**src/rtl/coin_acceptor_if.sv**
```systemverilog
// Signal bundle between the coin slot sensors, the acceptor and the vending FSM.
// The acceptor sits on the slave side; the emitter state is exported for observation.
interface coin_acceptor_if #(
    parameter int FIFO_DEPTH = 4
);
    localparam int PW = $clog2(FIFO_DEPTH) + 1;

    logic          coin5_raw;
    logic          coin10_raw;
    logic [1:0]    coin;
    logic          reject;
    logic          jam;
    logic [PW-1:0] pending;
    logic [1:0]    emit_state;

    modport master (
        output coin5_raw, coin10_raw,
        input  coin, reject, jam, pending, emit_state
    );

    modport slave (
        input  coin5_raw, coin10_raw,
        output coin, reject, jam, pending, emit_state
    );
endinterface

```
**src/rtl/coin_acceptor.sv**
```systemverilog
// Coin front end: sync + debounce two slot sensors, queue each clean insertion,
// and emit one single-cycle code per coin with an idle gap after every code.
module coin_acceptor #(
    parameter int DEBOUNCE_CYCLES = 4,
    parameter int FIFO_DEPTH      = 4,
    parameter int GAP_CYCLES      = 1
) (
    input logic            clk,
    input logic            rst_n,
    coin_acceptor_if.slave bus
);
    localparam int PW = $clog2(FIFO_DEPTH) + 1;
    localparam int AW = $clog2(FIFO_DEPTH);
    localparam int CW = $clog2(DEBOUNCE_CYCLES + 1);
    localparam int GW = $clog2(GAP_CYCLES + 1);

    typedef enum logic [1:0] {
        IDLE = 2'd0,
        EMIT = 2'd1,
        GAP  = 2'd2
    } state_t;

    // Bit 0 is the 5-unit slot, bit 1 the 10-unit slot, so a rise vector is the coin code.
    logic [1:0]         sync1, sync2, deb, deb_d, deb_nx;
    logic [1:0][CW-1:0] cnt, cnt_nx;
    logic               jam_q;

    always_comb begin
        deb_nx = deb;
        cnt_nx = '0;
        for (int i = 0; i < 2; i++) begin
            if (sync2[i] != deb[i]) begin
                if (cnt[i] == CW'(DEBOUNCE_CYCLES - 1)) deb_nx[i] = sync2[i];
                else                                    cnt_nx[i] = cnt[i] + CW'(1);
            end
        end
    end

    always_ff @(posedge clk or negedge rst_n) begin
        if (!rst_n) begin
            sync1 <= '0;
            sync2 <= '0;
            deb   <= '0;
            deb_d <= '0;
            cnt   <= '0;
            jam_q <= 1'b0;
        end else begin
            sync1 <= {bus.coin10_raw, bus.coin5_raw};
            sync2 <= sync1;
            deb   <= deb_nx;
            deb_d <= deb;
            cnt   <= cnt_nx;
            jam_q <= &deb_nx;
        end
    end

    // Both levels high can only coincide with a rise when jammed, so at most one push per cycle.
    logic [1:0] rise;
    logic       ev, full, empty, push, pop;

    logic [1:0]    mem [FIFO_DEPTH];
    logic [AW-1:0] wr_ptr, rd_ptr;
    logic [PW-1:0] count;
    logic          reject_q;

    assign rise  = deb & ~deb_d;
    assign ev    = (|rise) & ~(&deb);
    assign full  = (count == PW'(FIFO_DEPTH));
    assign empty = (count == '0);
    assign push  = ev & ~full;

    always_ff @(posedge clk) begin
        if (push) mem[wr_ptr] <= rise;
    end

    always_ff @(posedge clk or negedge rst_n) begin
        if (!rst_n) begin
            wr_ptr   <= '0;
            rd_ptr   <= '0;
            count    <= '0;
            reject_q <= 1'b0;
        end else begin
            if (push) wr_ptr <= wr_ptr + AW'(1);
            if (pop)  rd_ptr <= rd_ptr + AW'(1);
            count    <= count + PW'(push) - PW'(pop);
            reject_q <= ev & full;
        end
    end

    state_t        state, state_nx;
    logic [GW-1:0] gap_cnt, gap_nx;
    logic [1:0]    coin_q, coin_nx;

    // The last gap cycle may pop directly, giving one code per 1+GAP_CYCLES cycles.
    always_comb begin
        state_nx = state;
        gap_nx   = gap_cnt;
        coin_nx  = 2'b00;
        pop      = 1'b0;
        case (state)
            IDLE: begin
                if (!empty) begin
                    pop      = 1'b1;
                    coin_nx  = mem[rd_ptr];
                    state_nx = EMIT;
                end
            end
            EMIT: begin
                gap_nx   = GW'(GAP_CYCLES - 1);
                state_nx = GAP;
            end
            GAP: begin
                if (gap_cnt != '0) begin
                    gap_nx = gap_cnt - GW'(1);
                end else if (!empty) begin
                    pop      = 1'b1;
                    coin_nx  = mem[rd_ptr];
                    state_nx = EMIT;
                end else begin
                    state_nx = IDLE;
                end
            end
            default: state_nx = IDLE;
        endcase
    end

    always_ff @(posedge clk or negedge rst_n) begin
        if (!rst_n) begin
            state   <= IDLE;
            gap_cnt <= '0;
            coin_q  <= 2'b00;
        end else begin
            state   <= state_nx;
            gap_cnt <= gap_nx;
            coin_q  <= coin_nx;
        end
    end

    assign bus.coin       = coin_q;
    assign bus.reject     = reject_q;
    assign bus.jam        = jam_q;
    assign bus.pending    = count;
    assign bus.emit_state = state;
endmodule
```
**src/flat_wrapper.sv**
```systemverilog
// flat-port wrapper written by rule: the top's interface ports become plain ports
module coin_acceptor_flat 
#(
    parameter int DEBOUNCE_CYCLES = 4,
    parameter int FIFO_DEPTH      = 4,
    parameter int GAP_CYCLES      = 1
)
  (clk, rst_n, bus_coin5_raw, bus_coin10_raw, bus_coin, bus_reject, bus_jam, bus_pending, bus_emit_state);
  coin_acceptor_if #(.FIFO_DEPTH(FIFO_DEPTH)) bus_i ();
  input logic clk;
  input logic rst_n;
  input wire logic [$bits(bus_i.coin5_raw)-1:0] bus_coin5_raw;
  input wire logic [$bits(bus_i.coin10_raw)-1:0] bus_coin10_raw;
  output wire logic [$bits(bus_i.coin)-1:0] bus_coin;
  output wire logic [$bits(bus_i.reject)-1:0] bus_reject;
  output wire logic [$bits(bus_i.jam)-1:0] bus_jam;
  output wire logic [$bits(bus_i.pending)-1:0] bus_pending;
  output wire logic [$bits(bus_i.emit_state)-1:0] bus_emit_state;
  assign bus_i.coin5_raw = bus_coin5_raw;
  assign bus_i.coin10_raw = bus_coin10_raw;
  assign bus_coin = bus_i.coin;
  assign bus_reject = bus_i.reject;
  assign bus_jam = bus_i.jam;
  assign bus_pending = bus_i.pending;
  assign bus_emit_state = bus_i.emit_state;
  coin_acceptor #(.DEBOUNCE_CYCLES(DEBOUNCE_CYCLES), .FIFO_DEPTH(FIFO_DEPTH), .GAP_CYCLES(GAP_CYCLES)) u_core (.clk(clk), .rst_n(rst_n), .bus(bus_i));
endmodule
```
**config.mk**
```make
export PLATFORM = sky130hd
export DESIGN_NAME = coin_acceptor_flat
export DESIGN_NICKNAME = d
export VERILOG_FILES = /design/src/rtl/coin_acceptor_if.sv /design/src/rtl/coin_acceptor.sv /design/src/flat_wrapper.sv
export SDC_FILE = /design/constraint.sdc
export NUM_CORES = 1
export LEC_CHECK = 0
export ABC_AREA = 1
export CORE_MARGIN = 3
export CORE_UTILIZATION = 50
export CTS_BUF_LIST = sky130_fd_sc_hd__clkbuf_16
export DETAILED_ROUTE_END_ITERATION = 12
export PLACE_DENSITY = 0.75
export REMOVE_ABC_BUFFERS = 1
export SKIP_LAST_GASP = 1
export SLEW_MARGIN = 20
export SYNTH_ARGS = -nofsm -noshare
export SYNTH_HDL_FRONTEND = slang
export SYNTH_SLANG_ARGS = --single-unit
```
**constraint.sdc**
```tcl
create_clock -name clk -period 1.8 [get_ports clk]
set_input_delay 0.36 -clock clk [delete_from_list [all_inputs] [get_ports clk]]
set_output_delay 0.36 -clock clk [all_outputs]
set_load 0.03 [all_outputs]
```
==> results.json, run 1 <==
{
  "final_util": 0.739,
  "global_route.usage.total": 0.173,
  "dieWidth_um": 60.0,
  "slew-limit-headroom": 0.780,
  "drc": 0,
  "ant_nets": 0,
  "regToRegStartpoint": "u_core.bus.pending[0]$_DFF_PN0_",
  "synthDistinctLibCells": 20,
  "max-vdd-ir-drop_v": 0.00167,
  "power-per-cell-area_nw_per_um2": 2040,
  "cp.arrival_ns": 2.07,
  "final.period_utilization": 1.07,
  "synth.yosys.seq_area_share": 0.629,
  "min-delay-path-class": "register to register",
  "wire_length_of_the_first_global_routing_pass_um": 4440,
  "floorplan.die_area_um2": 3600,
  "first_global_vias": 1092,
  "setup_violations": 2,
  "grt_setup_unrepaired": "yes",
  "critPathMaxFanout": 2,
  "gp_congestion": 0.789,
  "initial_utilization": 0.557,
  "total_power_uw": 3940,
  "synthCells": 136,
  "area_growth_syn_to_layout_pct": 32.6,
  "grt_antenna_before_repair": 0,
  "tritoncts_clock_tree": "yes",
  "holdPathStages": 0,
  "finalCriticalPeriod_ns": 1.92,
  "violations_in_the_final_reports": "negative setup slack",
  "dpl-instance-area_um2": 1680,
  "synth_area_per_inst_um2": 10.7,
  "achievable-frequency_ghz": 0.521,
  "fin_area_um2": 1930,
  "reg2reg_depth": 10,
  "io_buffers": 12,
  "first_pass_iters": 4,
  "cp_data_required_time_ns": 1.95,
  "rrSetupSlack_ns": -0.12,
  "hold_path_startpoint": "u_core.sync1[1]$_DFF_PN0_",
  "grt_overflow": 0,
  "dp_cells": 187,
  "final_nets": 186,
  "wirelength_um": 2500,
  "routed-via-count": 969,
  "die_h_um": 60.0,
  "cp-start-kind": "register",
  "worst_slew_pin_slew_ns": 0.330,
  "worst_clock_skew_ns": 0.00304,
  "cts_made_buffers": 5,
  "cts_max_level": 2,
  "final.setup.worst_slack_ns": -0.121,
  "p_leak_uw": 0.00100,
  "floorplan.core_area_um2": 2610,
  "io-pin-count": 13,
  "layout-drive-gt1-share": 0.207,
  "clk_pin_slew_ns": 0.05,
  "tritoncts_num_sinks": 35,
  "critical_path.endpoint_type": "register",
  "initialDrtViolationCount": 18,
  "run_status": "complete, but fails checks",
  "post-dp-hpwl_um": 1640,
  "drt-wirelength-per-cell_um": 12.3,
  "rr_endpoint": "u_core.bus.pending[2]$_DFF_PN0_",
  "maxCapViolations": 0,
  "worst_min_delay_path_endpoint": "u_core.sync2[1]$_DFF_PN0_",
  "finalHoldViolCount": 0,
  "ys_seq_elements": 35,
  "clk-insertion-delay-late_ns": 0.27,
  "antenna-diode-count": 0,
  "cts_root_buf": "clkbuf_16",
  "finalSetupTns_ns": -0.122,
  "filler_cell_count": 170,
  "fp-row-count": 18,
  "syn-cell-area_um2": 1460,
  "ctsHoldBuffers": 0,
  "setup.worst_path.class": "register to register",
  "route.detailed.vias_per_inst": 4.75,
  "yosysWarningCount": 0,
  "slew_viol_final": 0,
  "finalNonFillerCells": 204,
  "max_clock_buf_depth": 2,
  "pin_count_of_the_biggest_net_entering_global_routing": 28
}
-- worst max-delay path, stage by stage, from the launching register on --
cell and delay, ns:
dfrtp_1 0.39, nor2_2 0.14, nand2_1 0.08, nand2_2 0.09, inv_2 0.05, ha_4 0.25, inv_2 0.04, ha_4 0.14
fa_2 0.35, xnor2_2 0.14, xor2_1 0.14
-- cell usage in the layout, fill, tap and decap left out, drive strengths merged, types with 2 or more instances in the layout --
master / count
dfrtp: 27
buf: 18
xor2: 2
clkdlybuf4s50: 9
a21oi: 2
nand2: 30
inv: 34
edfxtp: 8
nor3: 2
nand3: 3
o21ai: 3
xnor2: 4
nand4: 2
dlymetal6s2s: 3
ha: 8
nor2: 10
nor3b: 2
clkbuf: 5
-- cell families after synthesis --
kind of cell               count (synthesis)  synth area share
AOI/OAI and AO/OA                          5            0.0172
adders and majority gates                  9            0.0825
DFF                                       35             0.629
buffers and inverters                     32            0.0825
xor gates and xnor gates                   6            0.0361
and+or+nand+nor                           49             0.153
-- how the worst max path moves through the flow --
stage                                         start                              end  slack (ns)  cells after the start
finish              u_core.bus.pending[0]$_DFF_PN0_  u_core.bus.pending[2]$_DFF_PN0_       -0.12                     10
global route        u_core.bus.pending[0]$_DFF_PN0_  u_core.bus.pending[2]$_DFF_PN0_       -0.20                     10
global placement    u_core.bus.pending[0]$_DFF_PN0_  u_core.bus.pending[2]$_DFF_PN0_        -0.1                     10
CTS                 u_core.bus.pending[1]$_DFF_PN0_  u_core.bus.pending[2]$_DFF_PN0_       -0.11                     10
floorplan           u_core.bus.pending[0]$_DFF_PN0_  u_core.bus.pending[2]$_DFF_PN0_       -0.34                     10
detailed placement  u_core.bus.pending[0]$_DFF_PN0_  u_core.bus.pending[2]$_DFF_PN0_       -0.16                     10
-- metrics by stage --
stage / worst slack, ns / hold slack (ns)
2_1_floorplan: -0.338 / 0.0644
3_3_place_gp: -0.0977 / 0.334
3_5_place_dp: -0.164 / 0.344
4_1_cts: -0.109 / 0.355
5_1_grt: -0.204 / 0.359
6_report: -0.121 / 0.351
-- what timing repair did --
| item | in CTS | in global routing |
|---|---|---|
| pin swaps | 7 | 6 |
| buffers inserted | 10 | 1 |
| endpoints found under the hold margin | 0 | 0 |
| resized for setup | 8 | 3 |
| cloned | 0 | 0 |
| endpoints found under the setup margin | 1 | 10 |
-- report_power, final --
group          internal [µW]  switching, µW  total [µW]
logic                    857            998        1850
clock network            498            278         777
registers               1140            169        1310
total                   2490           1450        3940
-- flip-flops by register name (all words and copies together) (netlist names) --
signal / cells
u_core.mem: 8
u_core.cnt: 6
u_core.bus.pending: 3
u_core.bus.coin: 2
u_core.bus.emit_state: 2
u_core.deb: 2
u_core.deb_d: 2
u_core.rd_ptr: 2
u_core.sync1: 2
u_core.sync2: 2
u_core.wr_ptr: 2
u_core.bus.jam: 1
u_core.bus.reject: 1
-- final cells by class --
class | instances | area [µm²] | share of cell area
clock buffer | 5 | 125 | 0.0648
timing repair buffer | 30 | 263 | 0.136
sequential | 35 | 916 | 0.474
tap | 30 | 37.5 | 0.0194
inverter | 32 | 120 | 0.0622
multi-input combinational | 69 | 458 | 0.237
clock inverter | 3 | 12.5 | 0.00648
-- synth_stat cells --
cell      count  area share
nor2_1        9       0.023
nor2_2        1      0.0043
inv_1        31       0.080
dfrtp_1      27        0.46
o21ai_0       2      0.0069
xor2_1        2       0.012
edfxtp_1      8        0.16
nand4_1       2      0.0086
nand3_4       1       0.012
a21oi_1       2      0.0069
xnor2_1       4       0.024
inv_2         1      0.0026
nor3b_1       2       0.010
nand2_1      28       0.072
fa_1          1       0.014
nand3_1       2      0.0069
nor3_1        2      0.0069
o21ai_1       1      0.0034
nand2_2       2      0.0086
ha_1          8       0.069
-- metal layers --
layer  part of all wire  global-route usage  wire [µm]
met5                  0                   0          0
met4              0.022              0.0759         56
met3              0.032              0.0713         80
met2               0.55               0.321       1380
met1               0.39               0.164        988
Note: power is estimated with default switching activity, not from simulation.
==> inputs of run 2 (changes only) <==
--- a/config.mk
+++ b/config.mk
@@ -9,6 +9,7 @@
 export CORE_MARGIN = 3
 export CORE_UTILIZATION = 50
 export CTS_BUF_LIST = sky130_fd_sc_hd__clkbuf_16
+export CTS_CLUSTER_SIZE = 24
 export DETAILED_ROUTE_END_ITERATION = 12
 export PLACE_DENSITY = 0.75
 export REMOVE_ABC_BUFFERS = 1
==> results of run 2 <==
Same layout as run 1: the final DEF is identical, and so are final timing and power.
